==> src/rtl/rv_pkg.sv <==
// Shared RV32I pipeline definitions: canonical NOP, major opcodes and the
// fetch-stage FSM encoding.
package rv_pkg;

    localparam int          XLEN_DEF  = 32;
    localparam logic [31:0] RV_NOP    = 32'h0000_0013;   // addi x0, x0, 0

    localparam logic [6:0]  OP_LOAD   = 7'b0000011;
    localparam logic [6:0]  OP_JAL    = 7'b1101111;
    localparam logic [6:0]  OP_JALR   = 7'b1100111;
    localparam logic [6:0]  OP_BRANCH = 7'b1100011;

    typedef enum logic [1:0] {
        BOOT  = 2'd0,
        RUN   = 2'd1,
        STALL = 2'd2
    } fetch_state_e;

endpackage

==> src/rtl/fetch_hold_buffer.sv <==
// Skid register for the instruction word that arrives while decode is stalled;
// while it holds a word, dout shows it instead of the live memory data.
module fetch_hold_buffer #(
    parameter int W = 32
) (
    input  logic         i_clk,
    input  logic         i_reset,
    input  logic         i_capture,
    input  logic         i_release,
    input  logic         i_flush,
    input  logic [W-1:0] i_din,
    output logic [W-1:0] o_dout
);

    logic [W-1:0] r_hold;
    logic         r_vld;

    always_ff @(posedge i_clk) begin
        if (!i_reset) begin
            r_hold <= '0;
            r_vld  <= 1'b0;
        end else if (i_flush || i_release) begin
            r_vld  <= 1'b0;
        end else if (i_capture) begin
            r_hold <= i_din;
            r_vld  <= 1'b1;
        end
    end

    assign o_dout = r_vld ? r_hold : i_din;

endmodule

==> src/rtl/fetch_stage.sv <==
// IF stage plus IF/ID register: PC generation, synchronous imem read,
// stall hold and E-stage redirects.
module fetch_stage
    import rv_pkg::*;
#(
    parameter int               XLEN     = 32,
    parameter logic [XLEN-1:0]  PC_RESET = '0
) (
    input  logic            i_clk,
    input  logic            i_reset,
    input  logic            i_fetch_stall,
    input  logic            i_redirect_valid,
    input  logic [XLEN-1:0] i_redirect_pc,
    output logic [XLEN-1:0] o_imem_addr,
    output logic            o_imem_rd_en,
    input  logic [XLEN-1:0] i_imem_rdata,
    output logic [XLEN-1:0] o_pc_d,
    output logic [XLEN-1:0] o_pc_plus4_d,
    output logic [XLEN-1:0] o_inst_d,
    output logic            o_valid_d
);

    fetch_state_e    r_state;
    logic [XLEN-1:0] r_pc_f;
    logic [XLEN-1:0] r_pc_d;
    logic            r_valid_d;

    logic            w_capture;
    logic            w_release;
    logic [XLEN-1:0] w_hold_dout;

    // Capture only on STALL entry; the re-read during the stall is for the
    // next instruction, not the one sitting in decode.
    assign w_capture = (r_state == RUN)   &&  i_fetch_stall && !i_redirect_valid;
    assign w_release = (r_state == STALL) && !i_fetch_stall && !i_redirect_valid;

    always_ff @(posedge i_clk) begin
        if (!i_reset) begin
            r_state   <= BOOT;
            r_pc_f    <= PC_RESET;
            r_pc_d    <= '0;
            r_valid_d <= 1'b0;
        end else if (i_redirect_valid) begin
            r_state   <= RUN;
            r_pc_f    <= {i_redirect_pc[XLEN-1:2], 2'b00};
            r_valid_d <= 1'b0;
        end else if (i_fetch_stall) begin
            if (r_state == RUN)
                r_state <= STALL;
        end else begin
            r_state   <= RUN;
            r_pc_f    <= r_pc_f + XLEN'(4);
            r_pc_d    <= r_pc_f;
            r_valid_d <= 1'b1;
        end
    end

    fetch_hold_buffer #(.W(XLEN)) u_hold (
        .i_clk     (i_clk),
        .i_reset   (i_reset),
        .i_capture (w_capture),
        .i_release (w_release),
        .i_flush   (i_redirect_valid),
        .i_din     (i_imem_rdata),
        .o_dout    (w_hold_dout)
    );

    assign o_imem_addr  = r_pc_f;
    assign o_imem_rd_en = i_reset;
    assign o_pc_d       = r_pc_d;
    assign o_pc_plus4_d = r_pc_d + XLEN'(4);
    assign o_valid_d    = r_valid_d;
    assign o_inst_d     = r_valid_d ? w_hold_dout : RV_NOP;

endmodule

==> config.mk <==
export PLATFORM = sky130hd
export DESIGN_NAME = fetch_stage
export DESIGN_NICKNAME = d
export VERILOG_FILES = /design/src/rtl/rv_pkg.sv /design/src/rtl/fetch_hold_buffer.sv /design/src/rtl/fetch_stage.sv
export SDC_FILE = /design/constraint.sdc
export NUM_CORES = 1
export LEC_CHECK = 0
export CORE_ASPECT_RATIO = 0.8
export CORE_UTILIZATION = 38
export DETAILED_ROUTE_END_ITERATION = 10
export PLACE_DENSITY = 0.76
export REMOVE_ABC_BUFFERS = 1
export SYNTH_ARGS = -nofsm -noshare
export SYNTH_HDL_FRONTEND = slang
export SYNTH_HIERARCHICAL = 1
export SYNTH_SLANG_ARGS = --single-unit
export TNS_END_PERCENT = 1
==> constraint.sdc <==
create_clock -name i_clk -period 2.4 [get_ports i_clk]
set_clock_uncertainty 0.1 [all_clocks]
set_input_delay 0.6 -clock i_clk [delete_from_list [all_inputs] [get_ports i_clk]]
set_output_delay 0.6 -clock i_clk [all_outputs]
set_load 0.03 [all_outputs]
==> qor.txt <==
run status -> finished, violations left
violated checks -> DRC, setup timing
HP Start -> u_hold/r_hold[15]$_SDFFE_PN0P_
Core Util, Final -> 58.9%
Max Cap Viol -> 0
I/O pin count -> 198
syn_area_per_cell -> 8.26 um2
startpoint types -> flop
Register-to-Register Setup Slack -> 210 ps
Synth Instances -> 685
core area -> 14400 um2
GP Congestion -> 0.826
grt ovf -> 0
GR Util met3 -> 3.67%
Pwr Density -> 473 nW/um2
Antenna diodes -> 0
largest net degree at the start of global routing -> 135
fin nets -> 987
CTS Buffer Depth -> 2
Vias -> 5779
Worst-path clk slew -> 70 ps
Global Route Usage Sum -> 23.0%
fmax -> 394 MHz
clock root cell -> clkbuf_16
CTS tree -> built
Initial Util -> 39.3%
reg2reg start -> o_imem_addr[3]$_SDFFE_PN0P_
fin. max-slew vios -> 0
via/cell ratio -> 5.23
residual DRC count -> 24
Max VDD drop -> 0.384 mV
leakage -> 3.23 nW
standard-cell rows -> 39
DRT Wirelength -> 17700 um
Netlist Area Pre-Place -> 5660 um2
commonest register cell after synthesis -> dfxtp_1
TritonCTS buffer count -> 9
initial DRC count -> 524
area fraction of the dominant cell type after synthesis -> 34.0%
CP Class -> reg -> out
share of layout cells above drive strength 1 -> 25.2%
CP arrival -> 1840 ps
Worst path max stage delay -> 320 ps
Fill cells -> 1286
crit-path cells -> and4_4 -> and4_4 -> buf_6 -> nand4_1 -> xnor2_1 -> buf_4
Die Wd -> 138 um
final hold violations -> 0
wire per inst -> 16.0 um
Critical R2R Capture -> o_imem_addr[22]$_SDFFE_PN0P_
Tot Pwr -> 4.01 mW
Synth async-reset ratio -> 0%
Antenna Nets Post-Route -> 0
crit-path max FO -> 6
EDFF count, synth -> 0
register area share after synthesis -> 34.0%
insertion delay to the later sink of the worst-skew pair -> 340 ps
Final period util -> 106%
Layout area overhead -> 49.8%
grt peak-use layer -> met2
Detailed Place HPWL -> 13100 um
Tightest Pin Transition -> 541 ps
commonest non-fill, non-tap cell in the layout -> nand2_1
Hold EP -> u_hold/r_hold[15]$_SDFFE_PN0P_
Min-Delay Path Class -> reg -> reg
Die ar. -> 15400 um2
R2R cell count -> 6
CP most frequent cell -> and4_4
initial antenna violation count -> 0
GRT met2 Usage -> 36.8%
Stages on worst setup path -> 6
Slew headroom -> 64.0%
H-tree lvl count -> 3
first-pass GRT wire length -> 28500 um
most frequent cells in the layout -> nand2_1, clkdlybuf4s50_1, buf_4
Yosys reg bits -> 96
slowest CP cell -> dfxtp_2
Pre-antenna DRT Iters -> 8
I/O Buffers -> 189
Setup WS post-layout -> -137 ps
Setup Slack @ Placement -> -409 ps
Die H -> 111 um
Bufs and invs on worst path -> 2
clk sinks -> 96
count of cell types in the netlist -> 54
RSZ-0062 raised after global routing -> yes
dominant cell type by area after synthesis -> dfxtp_1
Synth area leaders -> dfxtp_1, nand2_1, mux2_2
vias in the first global route -> 5245
minimum clock period -> 2540 ps
CP top delay family -> simple AND/OR/NAND/NOR gates
final-report setup violation count -> 28
CP Data Required Time -> 1700 ps
YS warnings -> 6
worst hold path depth -> 2
met1 Usage GRT -> 31.8%
Worst Setup End Kind -> primary output
==> cells by family (layout without fill, tap and decap cells) <==
family,after synthesis,after routing,share of synthesized area (%)
AND/OR/NAND/NOR,320,320,29.0
AO/OA/AOI/OAI,100,100,11.9
flip-flops,96,96,34.0
multiplexers,65,65,12.2
buffers and inverters,63,295,6.50
XOR/XNOR,38,38,5.88
adder cells (fa/ha/maj),2,2,0.442
other,1,6,0.0663
==> registers in the layout, summed over array words and instances, names as in the netlist <==
name           cells
o_imem_addr       30
r_state            2
o_pc_d            30
o_valid_d          1
u_hold/r_hold     32
u_hold/r_vld       1
==> cells in the mapped netlist, types with 3 or more instances <==
master and number:
o211ai_1 4, and3_1 11, buf_6 5, buf_4 9, inv_1 5, dfxtp_1 96
nor3_1 5, nand3_1 26, and4_1 11, a21oi_1 7, mux2_2 32, a31oi_1 11
o21ai_0 27, xor2_1 9, buf_12 3, nor3b_1 3, or4_1 13, nand4_1 18
nand2_1 160, nor4_1 3, xnor2_1 29, a21boi_0 31, o31ai_1 8, nor2b_1 5
nor2_1 8, buf_2 9, clkbuf_1 31, and2_1 39, nand2b_1 5, mux2i_1 33
==> cell type report <==
cell class              count  area, um2  area share [%]
inverters                   5       18.8           0.221
clock inverters             4       33.8           0.399
flip-flops and latches     96       1940            22.9
well taps                 184        230            2.72
repair buffers            274       2550            30.1
clock buffers              12        267            3.14
multi-input cells         531       3430            40.5
==> layer usage <==
| layer | part of all wire (%) | vias up |
|---|---|---|
| met3 | 6.0 | 28 |
| met1 | 46 | 2696 |
| li1 | - | 2859 |
| met5 | 0 | - |
| met2 | 46 | 196 |
| met4 | 1.8 | 0 |
==> what timing repair did <==
action,in CTS,in global routing
hold buffers,0,0
gates cloned,1,0
setup endpoints to repair,89,53
buffers inserted,1,0
resized for setup,96,16
pin swaps,3,1
==> worst min-delay path, delay by kind of cell, from the launching register on <==
| kind | cells | cell delay (ps) |
|---|---|---|
| multiplexers | 1 | 50 |
| AND/OR/NAND/NOR | 1 | 50 |
| flip-flops | 1 | 310 |
==> per-stage QoR <==
| step | hold slack (ps) | instance area (um2) | setup TNS, ps | cells |
|---|---|---|---|---|
| 2_1_floorplan | 331 | 5330 | -44630 | 632 |
| 5_1_grt | 378 | 8470 | -3280 | 1106 |
| 3_5_place_dp | 347 | 8050 | -26380 | 1088 |
| 6_report | 353 | 8470 | -683 | 1106 |
| 4_1_cts | 358 | 8440 | -969 | 1106 |
| 3_3_place_gp | 339 | 8050 | -23710 | 1088 |
==> worst max-delay path by stage <==
| stage | startpoint | endpoint | slack [ps] |
|---|---|---|---|
| after floorplan | i_redirect_valid | u_hold/r_hold[0]$_SDFFE_PN0P_ | -1290 |
| after global placement | i_fetch_stall | o_imem_addr[31]$_SDFFE_PN0P_ | -370 |
| after detailed placement | i_fetch_stall | u_hold/r_hold[29]$_SDFFE_PN0P_ | -410 |
| after CTS | o_pc_d[7]$_SDFFE_PN0P_ | o_pc_plus4_d[31] | -170 |
| after global routing | o_pc_d[24]$_SDFFE_PN0P_ | o_pc_plus4_d[31] | -280 |
| final | o_pc_d[7]$_SDFFE_PN0P_ | o_pc_plus4_d[31] | -140 |
==> power by group <==
group | switching (mW) | internal [mW]
sequential | 0.0580 | 1.65
clock | 0.644 | 0.798
combinational | 0.450 | 0.400
No activity file was read; power rests on OpenSTA's default activity.
